==> src/rtl/packetmem_axis_reader_if.sv <==
// Bundle between the packet-memory forwarder port, the reader and the AXI-Stream sink.
//   master : the reader. It drives rd_addr/rd_en/done and TDATA/TVALID/TLAST.
//            It receives ready/len/rd_data from the packet memory and TREADY from downstream.
//   slave  : the environment side. It has the opposite directions.
interface packetmem_axis_reader_if #(
    parameter int DATA_WIDTH = 128,
    parameter int ADDR_WIDTH = 8
);
    logic                  ready_for_forwarder;
    logic [ADDR_WIDTH:0]   len_to_forwarder;
    logic [ADDR_WIDTH-1:0] forwarder_rd_addr;
    logic                  forwarder_rd_en;
    logic [DATA_WIDTH-1:0] forwarder_rd_data;
    logic                  forwarder_done;
    logic [DATA_WIDTH-1:0] TDATA;
    logic                  TVALID;
    logic                  TLAST;
    logic                  TREADY;

    modport master (
        input  ready_for_forwarder, len_to_forwarder, forwarder_rd_data, TREADY,
        output forwarder_rd_addr, forwarder_rd_en, forwarder_done, TDATA, TVALID, TLAST
    );

    modport slave (
        output ready_for_forwarder, len_to_forwarder, forwarder_rd_data, TREADY,
        input  forwarder_rd_addr, forwarder_rd_en, forwarder_done, TDATA, TVALID, TLAST
    );
endinterface

==> src/rtl/packetmem_axis_reader.sv <==
// Transmit end of the packet path. The block drains one accepted packet from packet memory
// and emits it as an AXI-Stream master. A credit-tracked skid FIFO hides the BRAM read
// latency, so the block runs at 1 beat/cycle under full TREADY and loses no data under stalls.
//   axi_aclk    : clock
//   axi_aresetn : async active-low reset, deasserted synchronously
//   bus         : forwarder read port + AXI-Stream master (packetmem_axis_reader_if.master)
//
// state    | meaning
// S_IDLE   | waiting for ready_for_forwarder; latches len
// S_STREAM | issuing reads while credits exist
// S_DRAIN  | all reads issued; waiting for the TLAST handshake
// S_DONE   | one-cycle forwarder_done pulse; buffer released
module packetmem_axis_reader #(
    parameter int DATA_WIDTH  = 128,
    parameter int ADDR_WIDTH  = 8,
    parameter int PESSIMISTIC = 1
) (
    input  logic                    axi_aclk,
    input  logic                    axi_aresetn,
    packetmem_axis_reader_if.master bus
);
    localparam int RD_LAT = 1 + PESSIMISTIC;
    localparam int DEPTH  = RD_LAT + 2;
    localparam int PTR_W  = $clog2(DEPTH);
    localparam int CNT_W  = $clog2(DEPTH + 1) + 1;

    typedef enum logic [1:0] {S_IDLE, S_STREAM, S_DRAIN, S_DONE} state_t;

    state_t                r_state, w_state_nxt;
    logic [ADDR_WIDTH:0]   r_len, r_rd_cnt;
    logic [RD_LAT-1:0]     r_vld, r_lst;
    logic [DATA_WIDTH-1:0] r_mem_d [DEPTH];
    logic [DEPTH-1:0]      r_mem_l;
    logic [PTR_W-1:0]      r_wr_idx, r_rd_idx;
    logic [CNT_W-1:0]      r_count, w_inflight;
    logic                  w_rd_en, w_done, w_last_rd, w_credit;
    logic                  w_push, w_pop, w_tvalid, w_head_l;

    function automatic logic [PTR_W-1:0] ptr_inc(input logic [PTR_W-1:0] p);
        return (p == PTR_W'(DEPTH - 1)) ? '0 : p + 1'b1;
    endfunction

    always_comb begin
        w_inflight = '0;
        for (int i = 0; i < RD_LAT; i++) begin
            w_inflight = w_inflight + CNT_W'(r_vld[i]);
        end
    end

    // A same-cycle pop is not counted as a free slot. This keeps the credit path
    // registered-only and still leaves one spare slot for full-rate streaming.
    assign w_credit  = (r_count + w_inflight) < CNT_W'(DEPTH);
    assign w_last_rd = (r_rd_cnt == r_len - 1'b1);
    assign w_push    = r_vld[RD_LAT-1];
    assign w_tvalid  = (r_count != '0);
    assign w_pop     = w_tvalid & bus.TREADY;
    assign w_head_l  = w_tvalid & r_mem_l[r_rd_idx];

    // state register
    always_ff @(posedge axi_aclk or negedge axi_aresetn) begin
        if (!axi_aresetn) r_state <= S_IDLE;
        else              r_state <= w_state_nxt;
    end

    // next-state logic
    always_comb begin
        w_state_nxt = r_state;
        case (r_state)
            S_IDLE:   if (bus.ready_for_forwarder)
                          w_state_nxt = (bus.len_to_forwarder == '0) ? S_DONE : S_STREAM;
            S_STREAM: if (w_rd_en && w_last_rd) w_state_nxt = S_DRAIN;
            S_DRAIN:  if (w_pop && w_head_l)    w_state_nxt = S_DONE;
            S_DONE:   w_state_nxt = S_IDLE;
            default:  w_state_nxt = S_IDLE;
        endcase
    end

    // output logic
    always_comb begin
        w_rd_en = 1'b0;
        w_done  = 1'b0;
        case (r_state)
            S_STREAM: w_rd_en = w_credit;
            S_DONE:   w_done  = 1'b1;
            default:  ;
        endcase
    end

    always_ff @(posedge axi_aclk or negedge axi_aresetn) begin
        if (!axi_aresetn) begin
            r_len    <= '0;
            r_rd_cnt <= '0;
            r_vld    <= '0;
            r_lst    <= '0;
            r_wr_idx <= '0;
            r_rd_idx <= '0;
            r_count  <= '0;
        end else begin
            if (r_state == S_IDLE && bus.ready_for_forwarder) begin
                r_len    <= bus.len_to_forwarder;
                r_rd_cnt <= '0;
            end else if (w_rd_en) begin
                r_rd_cnt <= r_rd_cnt + 1'b1;
            end

            // The read-valid pipe mirrors the BRAM latency. Each stage carries the TLAST tag with it.
            r_vld[0] <= w_rd_en;
            r_lst[0] <= w_rd_en & w_last_rd;
            for (int i = 1; i < RD_LAT; i++) begin
                r_vld[i] <= r_vld[i-1];
                r_lst[i] <= r_lst[i-1];
            end

            if (w_push) r_wr_idx <= ptr_inc(r_wr_idx);
            if (w_pop)  r_rd_idx <= ptr_inc(r_rd_idx);
            if (w_push && !w_pop)      r_count <= r_count + 1'b1;
            else if (!w_push && w_pop) r_count <= r_count - 1'b1;
        end
    end

    // FIFO storage needs no reset. An empty FIFO masks these registers through r_count.
    always_ff @(posedge axi_aclk) begin
        if (w_push) begin
            r_mem_d[r_wr_idx] <= bus.forwarder_rd_data;
            r_mem_l[r_wr_idx] <= r_lst[RD_LAT-1];
        end
    end

    assign bus.forwarder_rd_en   = w_rd_en;
    assign bus.forwarder_rd_addr = r_rd_cnt[ADDR_WIDTH-1:0];
    assign bus.forwarder_done    = w_done;
    assign bus.TVALID            = w_tvalid;
    assign bus.TDATA             = w_tvalid ? r_mem_d[r_rd_idx] : '0;
    assign bus.TLAST             = w_head_l;
endmodule

==> src/flat_wrapper.sv <==
// flat-port wrapper written by rule: the top's interface ports become plain ports
module packetmem_axis_reader_flat 
#(
    parameter int DATA_WIDTH  = 128,
    parameter int ADDR_WIDTH  = 8,
    parameter int PESSIMISTIC = 1
)
  (axi_aclk, axi_aresetn, bus_ready_for_forwarder, bus_len_to_forwarder, bus_forwarder_rd_data, bus_TREADY, bus_forwarder_rd_addr, bus_forwarder_rd_en, bus_forwarder_done, bus_TDATA, bus_TVALID, bus_TLAST);
  packetmem_axis_reader_if #(.DATA_WIDTH(DATA_WIDTH), .ADDR_WIDTH(ADDR_WIDTH)) bus_i ();
  input  logic axi_aclk;
  input  logic axi_aresetn;
  input wire logic [$bits(bus_i.ready_for_forwarder)-1:0] bus_ready_for_forwarder;
  input wire logic [$bits(bus_i.len_to_forwarder)-1:0] bus_len_to_forwarder;
  input wire logic [$bits(bus_i.forwarder_rd_data)-1:0] bus_forwarder_rd_data;
  input wire logic [$bits(bus_i.TREADY)-1:0] bus_TREADY;
  output wire logic [$bits(bus_i.forwarder_rd_addr)-1:0] bus_forwarder_rd_addr;
  output wire logic [$bits(bus_i.forwarder_rd_en)-1:0] bus_forwarder_rd_en;
  output wire logic [$bits(bus_i.forwarder_done)-1:0] bus_forwarder_done;
  output wire logic [$bits(bus_i.TDATA)-1:0] bus_TDATA;
  output wire logic [$bits(bus_i.TVALID)-1:0] bus_TVALID;
  output wire logic [$bits(bus_i.TLAST)-1:0] bus_TLAST;
  assign bus_i.ready_for_forwarder = bus_ready_for_forwarder;
  assign bus_i.len_to_forwarder = bus_len_to_forwarder;
  assign bus_i.forwarder_rd_data = bus_forwarder_rd_data;
  assign bus_i.TREADY = bus_TREADY;
  assign bus_forwarder_rd_addr = bus_i.forwarder_rd_addr;
  assign bus_forwarder_rd_en = bus_i.forwarder_rd_en;
  assign bus_forwarder_done = bus_i.forwarder_done;
  assign bus_TDATA = bus_i.TDATA;
  assign bus_TVALID = bus_i.TVALID;
  assign bus_TLAST = bus_i.TLAST;
  packetmem_axis_reader #(.DATA_WIDTH(DATA_WIDTH), .ADDR_WIDTH(ADDR_WIDTH), .PESSIMISTIC(PESSIMISTIC)) u_core (.axi_aclk(axi_aclk), .axi_aresetn(axi_aresetn), .bus(bus_i));
endmodule
==> config.mk <==
export PLATFORM = sky130hd
export DESIGN_NAME = packetmem_axis_reader_flat
export DESIGN_NICKNAME = d
export VERILOG_FILES = /design/src/rtl/packetmem_axis_reader_if.sv /design/src/rtl/packetmem_axis_reader.sv /design/src/flat_wrapper.sv
export SDC_FILE = /design/constraint.sdc
export NUM_CORES = 1
export LEC_CHECK = 0
export BUFFER_PORTS_ARGS = -buffer_cell sky130_fd_sc_hd__buf_2
export CAP_MARGIN = 20
export CELL_PAD_IN_SITES_DETAIL_PLACEMENT = 1
export CELL_PAD_IN_SITES_GLOBAL_PLACEMENT = 2
export CORE_MARGIN = 5
export CORE_UTILIZATION = 35
export DETAILED_ROUTE_END_ITERATION = 16
export MAX_ROUTING_LAYER = met4
export PLACE_DENSITY = 0.66
export SETUP_SLACK_MARGIN = 0.15
export SLEW_MARGIN = 20
export SYNTH_ARGS = -nofsm -noshare
export SYNTH_HDL_FRONTEND = slang
export SYNTH_SLANG_ARGS = --single-unit
==> constraint.sdc <==
create_clock -name axi_aclk -period 9.3 [get_ports axi_aclk]
set_input_delay 1.86 -clock axi_aclk [delete_from_list [all_inputs] [get_ports axi_aclk]]
set_output_delay 1.86 -clock axi_aclk [all_outputs]
set_load 0.02 [all_outputs]
Word level (Yosys, flattened, before mapping):

Memories as Yosys holds them, arrays and structs flattened.
Index checks and enable logic that the tools add are counted.

* memories: 1
* logic and storage cells: 69
* memory bits (writable): 512
* register bits: 36

* multiplexer cells: 21
* $add $sub $neg: 8
* reduce and logical (&&, ||, !) cells: 14
* magnitude comparators: 4
* equality and inequality tests: 9
* bitwise operators: 3

Memories
* u_core.r_mem_d: depth 4, bits a word 128, rd ports 1, clocked after memory_dff 0, write ports 1, RTL line packetmem_axis_reader.sv:32 `logic [DATA_WIDTH-1:0] r_mem_d [DEPTH];`

Operator list (number)
* $mux W128: 1
* $mux W9: 2
* $mux W2: 6
* $add A9 B1 Y9 const B: 1
* $eq A9 B9 Y1: 1
* $logic_not A9 Y1: 1
* $sub A9 B1 Y9 const B: 1
* $eq A2 B2 Y1 const B: 4
* $mux W4: 2
* $pmux W2 S4: 1
* $logic_and A1 B1 Y1: 6
* $lt A2 B3 Y1 const B: 2
* $mux W1: 6
* $add A2 B1 Y2 const B: 2
* $add A4 B1 Y4 const B: 1
* $add A4 B4 Y4: 1
* $bwmux W4: 1
* $lt A4 B3 Y1 const B: 1
* $ne A2 B1 Y1 const B: 2
* $reduce_bool A2 Y1: 2
* $reduce_bool A4 Y1: 1
* $sub A4 B1 Y4 const B: 1
* $and A1 B1 Y1: 3
* $reduce_and A3 Y1: 1
* other kinds (8): 9

Depth between registers and ports, before layout:

* depth in word-level cells: 7
* gate-level depth with buffers: 11
* mapped depth without buffers: 10

Worst setup path before layout:

OpenSTA, ideal clock, no wires.

* path kind: register -> register
* start: reg u_core.r_wr_idx[0]
* end: mem u_core.r_mem_d[0][0] (enable)
* cell stages (with the launch flop): 4
* clock period less this slack: 4.087 ns
* arrival: 3.584 ns
* path slack: 5.213 ns
* required time: 8.797 ns
* path through: dfrtp_1 -> inv_1 -> ha_1 -> and2_1

RTL lines
* start, declared: RTL line packetmem_axis_reader.sv:34 `logic [PTR_W-1:0] r_wr_idx, r_rd_idx;`
* start signal, assigned: RTL line packetmem_axis_reader.sv:114 `if (w_push) r_wr_idx <= ptr_inc(r_wr_idx);`
* end, declared: RTL line packetmem_axis_reader.sv:32

Straight into the memory's write port.

Worst setup path in the final report:

* start: reg u_core.r_rd_idx[0]
* end: out bus_TDATA[43]

* word-level cells in the longest chain between the ends: 2

Ends and longest elaborated chain
* start, declared: RTL line packetmem_axis_reader.sv:34
* start signal, assigned: RTL line packetmem_axis_reader.sv:115 `if (w_pop) r_rd_idx <= ptr_inc(r_rd_idx);`
* $mem_v2 Z4 W128
* $mux W128: RTL line packetmem_axis_reader.sv:133 `assign bus.TDATA = w_tvalid ? r_mem_d[r_rd_idx] : '0;`
* end, declared: RTL line flat_wrapper.sv:19 `output wire logic [$bits(bus_i.TDATA)-1:0] bus_TDATA;`

Every way passes these cells.

==> flow_summary.ini <==
[clock_network]
cts_hold_fix_bufs = 0
worst_skew_pair.late_latency_ns = 0.61
tritoncts = done
clkTransAtPathRegs_ns = 0.06
post_cts_resize_count = 0
tritoncts_num_sinks = 548
post_cts_setup_repair_buffer_count = 0
cts-htree-levels = 2
clockBufferDepth = 3
cts-buffers-inserted = 57
cts-root-buf = sky130_fd_sc_hd__clkbuf_16

[hold_path]
timing.hold.worst.class = reg2reg
hold_depth = 0
min_delay_worst_endpoint = u_core.r_lst[1]
hp-start = u_core.r_lst[0]

[global_route]
gr-total-overflow = 0
globalRouteTotalUtil_pct = 14.79
antenna_found_initial = 10
first_pass_grt_wire_length_um = 73410
first_global_vias = 11550
grt_max_degree = 69

[finish]
syn2layout_area_growth_pct = 19.18
fin_area_mm2 = 0.02549
numnets_final = 1483
drive_gt1_share_pct = 37.52

[synthesis]
mappedNetlistNets = 1186
synthDistinctLibCells = 49
synth_simple_gate_area_share_pct = 5.939
netlist_instances = 1027
muxShareOfSynthArea_pct = 13.84
ys_ff_latch = 548
ys_warn_count = 0
arithmetic_cell_share_of_the_synthesized_area_counting_full_adders_half_adders_and_majority_gates_pct = 1.088
synth_largest_type_area_fraction_pct = 72.46
async_flop_share_pct = 5.839
most_frequent_cell_after_synthesis = sky130_fd_sc_hd__edfxtp_1
postSynth.topFlopCell = sky130_fd_sc_hd__edfxtp_1
synth_top_cells_by_area = sky130_fd_sc_hd__edfxtp_1 (72%), sky130_fd_sc_hd__mux4_2 (14%), sky130_fd_sc_hd__and2_1 (3.9%)
synth_compound_area_share_pct = 0.8601
synth_edf_count = 516
post_synth_most_frequent_cells = sky130_fd_sc_hd__edfxtp_1 (516), sky130_fd_sc_hd__and2_1 (135), sky130_fd_sc_hd__mux4_2 (129), sky130_fd_sc_hd__nand2_1 (35), sky130_fd_sc_hd__dfrtp_1 (32)
sequential_element_share_of_the_synthesized_area_pct = 76.20
synthesis.area_per_instance_um2 = 20.82
post-synth-top-area-cell = sky130_fd_sc_hd__edfxtp_1
mappedNetlistArea_mm2 = 0.02138
synth-xor-area-share_pct = 0.8191
combinational_family_with_the_most_area_after_synthesis = multiplexers

[floorplanning]
die_width_um = 257.2
initial_cell_density_of_the_core_pct = 35.36
ioPinCount = 281
floorplan.core_area_mm2 = 0.06047
core.rowCount = 90
die_area_mm2 = 0.06614
die_h_um = 257.2

[timing]
rsz0062_at_grt = false
fin_worst_skew_ns = 0.01910
layout_worst_path_cycle_share_pct = 53.92
hold_worst_slack_ns = 0.3500
max_clock_freq_ghz = 0.1994
pin_slew_with_the_least_headroom_to_its_limit_ns = 1.026
final_hold_viol_count = 0
finalCriticalPeriod_ns = 5.015
number_of_setup_violations_in_the_final_report = 0
slew_violations = 0
tns_ns = 0
maxSlewHeadroom_pct = 31.57

[placement]
place_hpwl_um = 29290
port_buffers = 280
placedInstanceArea_mm2 = 0.02366
gp_congestion = 0.6976

[drt]
via_per_instance_ratio = 4.880
postRouteAntennaNets = 0
detailedRoute.firstPassIterationCount = 5
route.detailed.wl_per_inst_um = 22.29
routed_wl_um = 48180
drt_drc_violations_left = 0
dr.first_iter.drc_count = 607
dr_total_vias = 10550

[critical_path]
critical_path_peak_fanout = 40
worst_ep_required_time_ns = 7.44
rr_startpoint = u_core.r_count[0]
crit_path_start_kind = flop
ff2ff_path_depth = 11
timing.rr.end = u_core.r_count[3]
critical_path.endpoint_type = primary output
cp-startpoint = u_core.r_rd_idx[0]
worst-r2r-setup-slack_ns = 5.59
crit_arrival_ns = 3.15
path_class = reg2out

[flow_run]
drv.max_cap_violation_count = 0

[pwr]
static-leakage-power_nw = 8.752
ir_drop_mv = 0.1762
total_design_power_w = 0.007963
powerDensity_mw_per_mm2 = 312.4

[status]
result_of_the_run = finished clean
## per-layer routing
layer / wire (um) / GRT usage (%) / vias up
met4: 882 / 3.758 / 0
met3: 2634 / 3.020 / 64
met2: 23320 / 23.00 / 271
met1: 21340 / 20.23 / 5501
li1: - / - / 4709
met5: 0 / - / -
## where the power goes
part / total, W / switching, W / internal, W
registers: 0.00310 / 0.000153 / 0.00295
logic: 0.00267 / 0.00153 / 0.00114
clock network: 0.00219 / 0.000921 / 0.00127
total: 0.00796 / 0.00261 / 0.00536
## area by class of cell
class	instances	area, um2
fillers	5808	34980
flip-flops and latches	548	16300
multi-input cells	416	4836
clock buffers	74	1531
repair buffers	293	1511
well taps	782	978.4
clock inverters	31	272.8
inverters	8	30.03
diodes	9	22.52
## sequential cells by signal, summed over array words and instances (netlist names)
signal and flops:
u_core.r_mem_d 512, u_core.r_len 9, u_core.r_rd_cnt 9, u_core.r_count 4, u_core.r_mem_l 4, u_core.r_lst 2, u_core.r_rd_idx 2, u_core.r_state 2
u_core.r_vld 2, u_core.r_wr_idx 2
## metrics by stage
step | util, % | std cells | worst slack [ns]
final | 42.15 | 2161 | 4.285
after global routing | 42.14 | 2159 | 4.017
after CTS | 42.11 | 2152 | 4.126
after detailed placement | 39.12 | 2047 | 4.803
after global placement | 39.12 | 2047 | 4.826
after floorplan | - | 1027 | 5.213
## kinds of logic after synthesis
| family | count (synthesis) |
|---|---|
| muxes | 133 |
| DFF | 548 |
| adders and majority gates | 18 |
| xor gates and xnor gates | 20 |
| buffers and inverters | 63 |
| AOI/OAI and AO/OA | 25 |
| and+or+nand+nor | 220 |
## layout by cell type, fill, tap and decap left out, drive strengths merged, types with 4 or more instances in the layout
cell type  Yosys  routed
xnor2         12      12
clkinv         0      23
o21ai          9       9
mux4         129     129
edfxtp       516     516
xor2           8       8
nor3           5       5
nor2          18      18
dfrtp         32      32
buf           25     293
ha            17      17
inv            8      10
diode          0       9
or4            4       4
nand4          5       5
clkbuf        30      74
and2         135     135
bufinv         0       4
nand2         35      35
## worst max-delay path by stage
stage                            to  slack (ns)  depth (start not counted)
2_1_floorplan  u_core.r_mem_d[0][0]        5.21                          3
6_report              bus_TDATA[43]        4.29                          4
3_5_place_dp          bus_TDATA[48]        4.80                          4
3_3_place_gp          bus_TDATA[97]        4.83                          4
5_1_grt               bus_TDATA[97]        4.02                          4
4_1_cts               bus_TDATA[48]        4.13                          4
## critical path: stages, from the launching register on
cell and delay (ns):
sky130_fd_sc_hd__dfrtp_4 0.78, sky130_fd_sc_hd__buf_4 0.75, sky130_fd_sc_hd__mux4_2 0.58, sky130_fd_sc_hd__and2_1 0.20, sky130_fd_sc_hd__buf_2 0.17
(Power assumes the default switching activity.)
